--- config.mk ---
export PLATFORM = sky130hd
export DESIGN_NAME = wb_stage_flat
export DESIGN_NICKNAME = d
export VERILOG_FILES = /design/src/rtl/core_pkg.sv /design/src/rtl/wb_stage_if.sv /design/src/rtl/load_ext.sv /design/src/rtl/wb_stage.sv /design/src/flat_wrapper.sv
export SDC_FILE = /design/constraint.sdc
export NUM_CORES = 1
export LEC_CHECK = 0
export CAP_MARGIN = 20
export CORE_UTILIZATION = 55
export DETAILED_ROUTE_END_ITERATION = 6
export DONT_BUFFER_PORTS = 1
export PLACE_DENSITY = 0.7
export SLEW_MARGIN = 30
export SYNTH_ARGS = -nofsm -noshare
export SYNTH_HDL_FRONTEND = slang
export SYNTH_HIERARCHICAL = 1
export SYNTH_SLANG_ARGS = --single-unit
--- constraint.sdc ---
create_clock -name clk -period 4.2 [get_ports clk]
set_clock_uncertainty 0.1 [all_clocks]
set_input_delay 0.63 -clock clk [delete_from_list [all_inputs] [get_ports clk]]
set_output_delay 0.63 -clock clk [all_outputs]
set_load 0.05 [all_outputs]
--- src/rtl/core_pkg.sv ---
// Shared RV32IM core definitions: datapath width, load funct3 encodings and
// the writeback request record.
package core_pkg;

    localparam int XLEN = 32;

    localparam logic [2:0] LB  = 3'b000;
    localparam logic [2:0] LH  = 3'b001;
    localparam logic [2:0] LW  = 3'b010;
    localparam logic [2:0] LBU = 3'b100;
    localparam logic [2:0] LHU = 3'b101;

    typedef struct packed {
        logic [4:0]      rd;
        logic [XLEN-1:0] data;
    } wb_req_t;

    // Which source owns the register file write port this cycle.
    typedef enum logic [1:0] {
        SRC_NONE = 2'd0,
        SRC_PIPE = 2'd1,
        SRC_BUF  = 2'd2,
        SRC_MD   = 2'd3
    } wb_src_e;

endpackage

--- src/rtl/wb_stage_if.sv ---
// Writeback stage bus: MEM pipeline result, mul/div handshake, issue
// notification, busy scoreboard and register file write port.
interface wb_stage_if;
    import core_pkg::*;

    logic            pipe_valid;
    logic [4:0]      pipe_rd;
    logic            pipe_is_load;
    logic [2:0]      pipe_funct3;
    logic [1:0]      pipe_addr_lo;
    logic [XLEN-1:0] pipe_alu_result;
    logic [XLEN-1:0] pipe_mem_rdata;
    logic            pipe_stall;

    logic            md_valid;
    logic            md_ready;
    logic [4:0]      md_rd;
    logic [XLEN-1:0] md_result;

    logic            iss_valid;
    logic [4:0]      iss_rd;
    logic [31:0]     busy;

    logic [4:0]      write_register;
    logic [XLEN-1:0] write_data;
    logic            reg_write;

    modport master (
        output pipe_valid, pipe_rd, pipe_is_load, pipe_funct3, pipe_addr_lo,
               pipe_alu_result, pipe_mem_rdata,
               md_valid, md_rd, md_result, iss_valid, iss_rd,
        input  pipe_stall, md_ready, busy, write_register, write_data, reg_write
    );

    modport slave (
        input  pipe_valid, pipe_rd, pipe_is_load, pipe_funct3, pipe_addr_lo,
               pipe_alu_result, pipe_mem_rdata,
               md_valid, md_rd, md_result, iss_valid, iss_rd,
        output pipe_stall, md_ready, busy, write_register, write_data, reg_write
    );

endinterface

--- src/rtl/load_ext.sv ---
// Load data extraction: picks the addressed byte/half from an aligned word
// and sign- or zero-extends it. Purely combinational, shared with forwarding.
module load_ext
    import core_pkg::*;
(
    input  logic [2:0]      i_funct3,
    input  logic [1:0]      i_addr_lo,
    input  logic [XLEN-1:0] i_rdata,
    output logic [XLEN-1:0] o_data
);

    logic [7:0]  w_byte;
    logic [15:0] w_half;

    assign w_byte = i_rdata[{i_addr_lo, 3'b000} +: 8];
    assign w_half = i_addr_lo[1] ? i_rdata[31:16] : i_rdata[15:0];

    always_comb begin
        case (i_funct3)
            LB:      o_data = {{(XLEN-8){w_byte[7]}}, w_byte};
            LBU:     o_data = {{(XLEN-8){1'b0}}, w_byte};
            LH:      o_data = {{(XLEN-16){w_half[15]}}, w_half};
            LHU:     o_data = {{(XLEN-16){1'b0}}, w_half};
            default: o_data = i_rdata;
        endcase
    end

endmodule

--- src/rtl/wb_stage.sv ---
// Writeback stage: arbitrates the in-order pipeline result against a one-entry
// mul/div skid buffer and tracks registers owned by in-flight mul/div ops.
module wb_stage
    import core_pkg::*;
#(
    parameter int STARVE_LIMIT = 4
) (
    input  logic       clk,
    input  logic       reset,
    wb_stage_if.slave  bus
);

    localparam int CW = $clog2(STARVE_LIMIT + 1);

    logic            r_buf_valid;
    wb_req_t         r_buf;
    logic [CW-1:0]   r_starve;
    logic [31:0]     r_busy;
    logic [4:0]      r_write_register;
    logic [XLEN-1:0] r_write_data;
    logic            r_reg_write;

    logic [XLEN-1:0] w_load_data;
    wb_req_t         w_pipe_req;
    wb_req_t         w_md_req;
    wb_req_t         w_commit;
    wb_src_e         w_src;
    logic            w_md_hs;
    logic            w_stall;
    logic            w_buf_load;
    logic            w_md_commit;
    logic [31:0]     w_busy_next;

    load_ext u_load_ext (
        .i_funct3  (bus.pipe_funct3),
        .i_addr_lo (bus.pipe_addr_lo),
        .i_rdata   (bus.pipe_mem_rdata),
        .o_data    (w_load_data)
    );

    assign w_pipe_req.rd   = bus.pipe_rd;
    assign w_pipe_req.data = bus.pipe_is_load ? w_load_data : bus.pipe_alu_result;
    assign w_md_req.rd     = bus.md_rd;
    assign w_md_req.data   = bus.md_result;

    // The buffer accepts only when empty, so md_ready never looks at md_valid.
    assign w_md_hs = bus.md_valid && !r_buf_valid;
    assign w_stall = r_buf_valid && (r_starve == CW'(STARVE_LIMIT));

    always_comb begin
        // NOTE: defaults first so every path assigns every output; no latches.
        w_src      = SRC_NONE;
        w_buf_load = 1'b0;
        if (w_stall) begin
            w_src = SRC_BUF;
        end else if (bus.pipe_valid) begin
            w_src      = SRC_PIPE;
            w_buf_load = w_md_hs;
        end else if (r_buf_valid) begin
            w_src = SRC_BUF;
        end else if (w_md_hs) begin
            w_src = SRC_MD;
        end
    end

    always_comb begin
        case (w_src)
            SRC_PIPE: w_commit = w_pipe_req;
            SRC_BUF:  w_commit = r_buf;
            SRC_MD:   w_commit = w_md_req;
            default:  w_commit = '0;
        endcase
    end

    assign w_md_commit = (w_src == SRC_BUF) || (w_src == SRC_MD);

    // Issue is applied after the commit clear so a same-cycle re-issue wins.
    always_comb begin
        w_busy_next = r_busy;
        if (w_md_commit) begin
            w_busy_next[w_commit.rd] = 1'b0;
        end
        if (bus.iss_valid) begin
            w_busy_next[bus.iss_rd] = 1'b1;
        end
        w_busy_next[0] = 1'b0;
    end

    // NOTE: state uses non-blocking assignments so every flop samples pre-edge values.
    always_ff @(posedge clk or negedge reset) begin
        if (!reset) begin
            r_buf_valid      <= 1'b0;
            // NOTE: payload is cleared too so a discarded result cannot leak out later.
            r_buf            <= '0;
            r_starve         <= '0;
            r_busy           <= '0;
            r_write_register <= '0;
            r_write_data     <= '0;
            r_reg_write      <= 1'b0;
        end else begin
            r_busy <= w_busy_next;

            if (w_src != SRC_NONE) begin
                r_write_register <= w_commit.rd;
                r_write_data     <= w_commit.data;
                r_reg_write      <= (w_commit.rd != 5'd0);
            end else begin
                r_reg_write <= 1'b0;
            end

            if (w_buf_load) begin
                r_buf_valid <= 1'b1;
                r_buf       <= w_md_req;
            end else if (w_src == SRC_BUF) begin
                r_buf_valid <= 1'b0;
            end

            if (w_src == SRC_BUF) begin
                r_starve <= '0;
            end else if (r_buf_valid && (r_starve != CW'(STARVE_LIMIT))) begin
                r_starve <= r_starve + 1'b1;
            end
        end
    end

    assign bus.md_ready       = !r_buf_valid;
    assign bus.pipe_stall     = w_stall;
    assign bus.busy           = r_busy;
    assign bus.write_register = r_write_register;
    assign bus.write_data     = r_write_data;
    assign bus.reg_write      = r_reg_write;

endmodule

--- src/flat_wrapper.sv ---
// flat-port wrapper written by rule: the top's interface ports become plain ports
module wb_stage_flat import core_pkg::*;
#(
    parameter int STARVE_LIMIT = 4
)
  (clk, reset, bus_pipe_valid, bus_pipe_rd, bus_pipe_is_load, bus_pipe_funct3, bus_pipe_addr_lo, bus_pipe_alu_result, bus_pipe_mem_rdata, bus_md_valid, bus_md_rd, bus_md_result, bus_iss_valid, bus_iss_rd, bus_pipe_stall, bus_md_ready, bus_busy, bus_write_register, bus_write_data, bus_reg_write);
  wb_stage_if bus_i ();
  input  logic clk;
  input  logic reset;
  input wire logic [$bits(bus_i.pipe_valid)-1:0] bus_pipe_valid;
  input wire logic [$bits(bus_i.pipe_rd)-1:0] bus_pipe_rd;
  input wire logic [$bits(bus_i.pipe_is_load)-1:0] bus_pipe_is_load;
  input wire logic [$bits(bus_i.pipe_funct3)-1:0] bus_pipe_funct3;
  input wire logic [$bits(bus_i.pipe_addr_lo)-1:0] bus_pipe_addr_lo;
  input wire logic [$bits(bus_i.pipe_alu_result)-1:0] bus_pipe_alu_result;
  input wire logic [$bits(bus_i.pipe_mem_rdata)-1:0] bus_pipe_mem_rdata;
  input wire logic [$bits(bus_i.md_valid)-1:0] bus_md_valid;
  input wire logic [$bits(bus_i.md_rd)-1:0] bus_md_rd;
  input wire logic [$bits(bus_i.md_result)-1:0] bus_md_result;
  input wire logic [$bits(bus_i.iss_valid)-1:0] bus_iss_valid;
  input wire logic [$bits(bus_i.iss_rd)-1:0] bus_iss_rd;
  output wire logic [$bits(bus_i.pipe_stall)-1:0] bus_pipe_stall;
  output wire logic [$bits(bus_i.md_ready)-1:0] bus_md_ready;
  output wire logic [$bits(bus_i.busy)-1:0] bus_busy;
  output wire logic [$bits(bus_i.write_register)-1:0] bus_write_register;
  output wire logic [$bits(bus_i.write_data)-1:0] bus_write_data;
  output wire logic [$bits(bus_i.reg_write)-1:0] bus_reg_write;
  assign bus_i.pipe_valid = bus_pipe_valid;
  assign bus_i.pipe_rd = bus_pipe_rd;
  assign bus_i.pipe_is_load = bus_pipe_is_load;
  assign bus_i.pipe_funct3 = bus_pipe_funct3;
  assign bus_i.pipe_addr_lo = bus_pipe_addr_lo;
  assign bus_i.pipe_alu_result = bus_pipe_alu_result;
  assign bus_i.pipe_mem_rdata = bus_pipe_mem_rdata;
  assign bus_i.md_valid = bus_md_valid;
  assign bus_i.md_rd = bus_md_rd;
  assign bus_i.md_result = bus_md_result;
  assign bus_i.iss_valid = bus_iss_valid;
  assign bus_i.iss_rd = bus_iss_rd;
  assign bus_pipe_stall = bus_i.pipe_stall;
  assign bus_md_ready = bus_i.md_ready;
  assign bus_busy = bus_i.busy;
  assign bus_write_register = bus_i.write_register;
  assign bus_write_data = bus_i.write_data;
  assign bus_reg_write = bus_i.reg_write;
  wb_stage #(.STARVE_LIMIT(STARVE_LIMIT)) u_core (.clk(clk), .reset(reset), .bus(bus_i));
endmodule
==> results of run 1 <==
## final cells by class
type / count / area [um^2] / share of cell area
clock inverter: 5 / 57.6 / 0.00874
inverter: 24 / 90.1 / 0.0137
multi-input combinational: 429 / 3220 / 0.489
tap: 140 / 175 / 0.0266
clock buffer: 11 / 233 / 0.0353
sequential: 110 / 2750 / 0.418
timing repair buffer: 5 / 57.6 / 0.00874
## per-stage QoR
step	area, um^2	util
global route	6590	0.600
CTS	6580	0.599
detailed placement	6260	0.570
global placement	6260	0.570
finish	6590	0.600
floorplan	6270	-
## flip-flops by register name (all words and copies together), names as in the netlist
| name | cells |
|---|---|
| u_core/r_starve | 3 |
| u_core/r_buf | 37 |
| u_core/bus.reg_write | 1 |
| u_core/bus.busy | 31 |
| u_core/bus.write_register | 5 |
| u_core/bus.write_data | 32 |
| u_core/r_buf_valid | 1 |
## critical path, delay by kind of cell, from the launching register on
kind | cells | cell delay, ps
compound gates | 2 | 390
buf+inv | 2 | 870
simple gates | 2 | 690
flops | 1 | 790
## cell usage in the layout, fill, tap and decap left out, types with 2 or more instances in the layout
cell type  netlist  layout
a21oi_1         41      41
nor3b_2          3       2
o221ai_1        17      17
nor2b_1         10      10
o211ai_1         8       8
a32o_1           3       3
buf_4            5       4
nand2b_1         3       3
clkbuf_1        24       2
mux2i_1         38      38
o21ai_0         21      21
o41ai_1          6       6
nor3b_1          2       2
clkinv_2         0       2
a2bb2oi_1        6       6
a221o_1          6       6
a22o_1           3       3
a221oi_1        32      32
clkbuf_16        0       9
nand3b_1         4       4
o21ai_1          5       5
ha_1             2       2
dfrtp_1        110     110
nor3_1           8       8
a32oi_4          2       2
nor2_1          76      75
a21o_1           3       3
or2_1            2       2
o21a_1           3       3
o2bb2ai_1        4       4
nand3_1         13      12
mux2_2          41      41
nand2_1         23      23
inv_1           22      22
o31ai_1          4       4
or3b_2           2       2
and3_1           4       4
a2bb2oi_2       14      14
and2_1           2       2
## final timing paths
| check | startpoint | end | slack (ps) |
|---|---|---|---|
| setup / recovery | u_core/r_buf_valid$_DFFE_PN0P_ | u_core/bus.busy[21]$_DFF_PN0_ | 1210 |
| hold / removal | reset | u_core/bus.busy[11]$_DFF_PN0_ | 110 |
| setup reg to reg | u_core/r_buf_valid$_DFFE_PN0P_ | u_core/bus.busy[21]$_DFF_PN0_ | 1210 |
| hold reg to reg | u_core/r_buf[32]$_DFFE_PN0P_ | u_core/r_buf[32]$_DFFE_PN0P_ | 410 |
| max in group asynchronous | reset | u_core/bus.write_data[15]$_DFFE_PN0P_ | 3470 |
| min in group clk | bus_md_valid | u_core/r_buf_valid$_DFFE_PN0P_ | 310 |
## where the power goes
part | internal, mW | leakage (nW) | total (mW) | switching, mW
clock | 0.464 | 0.144 | 0.850 | 0.386
combinational | 0.243 | 1.40 | 0.525 | 0.282
sequential | 1.23 | 1.26 | 1.72 | 0.491
total | 1.94 | 2.80 | 3.10 | 1.16
## cells in the mapped netlist (5+ instances only)
master / count
buf_2: 6
nor2b_1: 10
a221oi_1: 32
a21oi_1: 41
buf_4: 5
o21ai_1: 5
o211ai_1: 8
nor2_1: 76
o221ai_1: 17
mux2_2: 41
o41ai_1: 6
clkbuf_1: 24
a2bb2oi_1: 6
o21ai_0: 21
nand3_1: 13
nand2_1: 23
a221o_1: 6
mux2i_1: 38
buf_6: 5
a2bb2oi_2: 14
buf_1: 6
inv_1: 22
nor3_1: 8
dfrtp_1: 110
## kinds of logic after synthesis
group | synth area share
simple gates | 0.123
flops | 0.439
compound gates | 0.245
other cells | 0.000598
mux | 0.137
fa+ha+maj | 0.00399
buf+inv | 0.0521
## repair_timing
action,in CTS,in global routing
hold buffers,1,0
endpoints found under the hold margin,110,0
buffers inserted,0,0
## per-layer routing
metal,vias to the layer above,global-route usage,share of wire
met4,0,0.0782,0.013
met2,225,0.479,0.49
met1,2399,0.364,0.39
li1,2221,-,-
met5,-,0,0
met3,19,0.125,0.10
==> flow_summary.yaml, run 1 <==
timing:
  fmax_ghz: 0.335
  relSlewSlack: 0.386
  setup_ws_ps: 1210
  rsz0062_at_grt: "no"
  min_period_ps: 2990
  timing.hold.ws_ps: 110
  finalHoldViolCount: 0
  setup_tns_ps: 0
  slew_viol_final: 0
  setup_violations: 0
  worst_slew_pin_slew_ps: 915
  period_share: 0.711
synthesis:
  synthCells: 609
  synth_top_area_frac: 0.439
  synthArstFlopShare: 1.00
  synth-edff-count: 0
  yosys_warnings: 6
  synth.area.top_cells: "dfrtp_1, mux2_2, mux2i_1"
  synth_top_area_cell: "dfrtp_1"
  syn_area_um2: 6270
  avgSynthCellArea_um2: 10.3
  yosysSeqAreaShare: 0.439
  synthesis.nets: 733
  synth.distinct_cells: 60
  synth_top_flop_cell: "dfrtp_1"
  ys_ff_latch: 110
cts:
  post_cts_resized: 0
  cts_tree: "built"
  cts.clk_slew.worst_paths_ps: 70
  clk_latency_ps: 350
  cts-root-buf: "clkbuf_16"
  cts.path.max_buffers: 2
  htree_levels: 3
  cts_buffers: 9
  cts.sinks: 110
placement:
  dp_hpwl_mm: 12.3
  place_ws_ps: 1300
  gp_congestion: 0.878
  io_buffers: 0
  dp_cells: 707
setup_path:
  path_class: "reg -> reg"
  startpoint_type: "register"
  cp.required_ps: 4310
  critical-path-max-stage-delay_ps: 790
  cp_cell_sequence: "inv_1 > nor2_2 > buf_4 > a21oi_1 > nor4b_2 > o221ai_1"
  crit_slowest_cell: "dfrtp_1"
  cp.arrival_ps: 3090
  crit_path_max_fanout: 33
  cp-end-kind: "register"
  ff2ff_path_depth: 6
outcome:
  status: "complete, no violations"
floorplan:
  initial_core_util: 0.571
  die_y_um: 109
  die_area_um2: 11800
  ios: 194
  placementRows: 38
  fp.dieW_um: 109
  core_area_um2: 11000
detailed_routing:
  dr.pass1.iters: 5
  drt-wirelength-per-cell_um: 23.7
  viasPerCell: 6.72
  wirelength_mm: 17.1
  ant_nets: 0
  drc_errors: 0
  drt_iter0_markers: 400
  vias: 4864
finish:
  drive_above_1_share: 0.164
  area_delta_synth_final_pct: 4.99
  fillers: 907
  diodes: 0
  stdcell_count: 724
  nets: 703
power:
  power.leakage_nw: 2.80
  fin_total_pwr_mw: 3.10
  ir_drop_mv: 0.480
  p_per_area_nw_per_um2: 470
global_route:
  grt_max_degree: 111
  grt_pass1_vias: 4911
  grt_pass1_wl_mm: 26.2
  antenna_found_initial: 0
  grtUsageTotal: 0.296
  grt_overflow: 0
worst_hold_path:
  hp-class: "in -> async"
flow_run:
  cap_violations: 0
Power figures use the tool's default switching activity.
==> inputs of run 2 (changes only) <==
clock period = 2.8 ns   (was 4.2 ns; I/O delays follow)
==> run 2 against run 1 <==
Effect of this change: register-to-register slack worse by 980 ps; hold slack lost 450 ps; fmax rose by 16%; core utilization up 0.80 points; critical path type unchanged; the run now ends with negative hold slack left; count of clock-buffer cells in the layout unchanged; critical path depth is 1 higher; sequential cell count is the same; highest routed layer unchanged; routed wire length fell by 1.5%; first-iteration DRC count fell by 6.5%; worst setup slack worse by 980 ps.
==> flow_summary.yaml, run 2 (synthesized netlist as in run 1, its figures left out) <==
outcome:
  status: "finished, violations left"
  violations: "negative hold slack"
finish:
  largest-register: "u_core/r_buf"
  final_common_cell: "dfrtp_1"
  nets: 710
  most-common-layout-cells: "dfrtp_1, nor2_1, a21oi_1, mux2_2, mux2i_1"
  area_delta_synth_final_pct: 6.38
  drive_above_1_share: 0.178
  design_area_um2: 6670
  seqCellArea_um2: 2750
  diodes: 0
  multiInputGateArea_um2: 3210
  fillers: 907
  largest_reg_flops: 37
floorplan:
  fp.dieW_um: 109
  ios: 194
  die_area_um2: 11800
  initial_core_util: 0.571
  core_area_um2: 11000
  die_y_um: 109
  placementRows: 38
setup_path:
  crit_buf_inv: 1
  path_class: "reg -> reg"
  cp.required_ps: 2900
  critical-path-max-stage-delay_ps: 560
  rrSetupSlack_ps: 230
  crit_family: "compound AO/OA/AOI/OAI gates"
  cp_cell_sequence: "inv_1 > ha_1 > a21bo_4 > a32oi_4 > nand2_2 > nor4b_2 > o221ai_1"
  cp.arrival_ps: 2670
  crit_path_max_fanout: 11
  cp-startpoint: "u_core/r_starve[0]$_DFFE_PN0P_"
  ff2ff_path_depth: 7
  cp-end-kind: "register"
  startpoint_type: "register"
  r2r-end: "u_core/bus.busy[21]$_DFF_PN0_"
  timing.rr.start: "u_core/r_starve[0]$_DFFE_PN0P_"
  crit_slowest_cell: "nor4b_2"
placement:
  dp_hpwl_mm: 12.4
  io_buffers: 0
  placed_area_um2: 6340
  gp_congestion: 0.919
cts:
  cts_tree: "built"
  cts-root-buf: "clkbuf_16"
  cts_buffers: 9
  cts.clk_slew.worst_paths_ps: 70
  cts.sinks: 110
  post_cts_buffers: 0
  htree_levels: 3
  cts.path.max_buffers: 2
  clk_latency_ps: 350
global_route:
  grt_overflow: 0
  grtUsageTotal: 0.287
  met3_usage: 0.108
  busiest_layer: "met2"
  grt_max_degree: 111
  grt_pass1_wl_mm: 25.6
  grt_pass1_vias: 4894
  use_met2: 0.450
  antenna_found_initial: 0
  grt_use_met1: 0.350
timing:
  timing.hold.ws_ps: -343
  setup_violations: 0
  slew_viol_final: 0
  setup_tns_ps: 0
  finalHoldViolCount: 110
  min_period_ps: 2570
  fmax_ghz: 0.390
  worst_slew_pin_slew_ps: 771
  rsz0062_at_grt: "no"
  relSlewSlack: 0.483
  period_share: 0.917
detailed_routing:
  wirelength_mm: 16.9
  drc_errors: 0
  dr.pass1.iters: 7
  drt_iter0_markers: 374
  vias: 4861
  ant_nets: 0
  drt-wirelength-per-cell_um: 23.1
  viasPerCell: 6.65
power:
  ir_drop_mv: 0.634
  p_per_area_nw_per_um2: 710
  power.leakage_nw: 2.86
flow_run:
  cap_violations: 0
worst_hold_path:
  hp-class: "in -> async"
[run 2: cell count changes in the layout (fill, tap and decap cells not counted), sizes merged]
cell    change
inv         +1
bufinv      +1
buf         +7
clkinv      -2
[run 2: worst max path at each step]
stage	endpoint	slack (ps)	cells after the start
2_1_floorplan	u_core/bus.busy[12]$_DFF_PN0_	470	10
3_3_place_gp	u_core/bus.busy[21]$_DFF_PN0_	410	8
3_5_place_dp	u_core/bus.busy[21]$_DFF_PN0_	210	8
4_1_cts	u_core/bus.busy[21]$_DFF_PN0_	210	8
5_1_grt	u_core/bus.busy[21]$_DFF_PN0_	80	7
6_report	u_core/bus.busy[21]$_DFF_PN0_	230	7
[run 2: report_power, final]
part	internal, mW	total, mW	switching, mW
Sequential	1.84	2.58	0.734
Clock	0.820	1.40	0.577
Combinational	0.370	0.765	0.395
Total	3.03	4.74	1.71
[run 2: repair_timing]
item | CTS | global route
resized for setup | 0 | 1
endpoints found under the setup margin | 0 | 1
hold endpoints to repair | 110 | 110
[run 2: worst reg2reg max path: cells and delay by family, from the launching register on]
| kind | cells | cell delay, ps |
|---|---|---|
| buf+inv | 1 | 70 |
| flops | 1 | 350 |
| fa+ha+maj | 1 | 270 |
| compound gates | 3 | 840 |
| simple gates | 2 | 800 |
[run 2: routing by layer]
layer / vias to the layer above / wire length [um]
met2: 220 / 8060
met5: - / 0
met3: 43 / 1660
li1: 2242 / -
met4: 0 / 486
met1: 2356 / 6660
[run 2: area by class of cell]
cell class | instances | area share
Clock inverter | 5 | 0.0133
Clock buffer | 11 | 0.0364
Multi-Input combinational cell | 429 | 0.481
Inverter | 24 | 0.0135
Sequential cell | 110 | 0.413
Timing Repair Buffer | 12 | 0.0173
Tap cell | 140 | 0.0263
[run 2: stage by stage]
stage / total power [mW] / setup slack (ps) / instances / utilization / hold WS [ps]
final: 4.74 / 233 / 731 / 0.608 / -343
after global routing: 4.93 / 82.1 / 731 / 0.608 / -361
after CTS: 4.77 / 212 / 731 / 0.608 / -354
after detailed placement: 3.37 / 210 / 715 / 0.577 / 26.4
after global placement: 3.34 / 408 / 715 / 0.577 / 26.4
after floorplan: 3.20 / 473 / 609 / - / 24.4
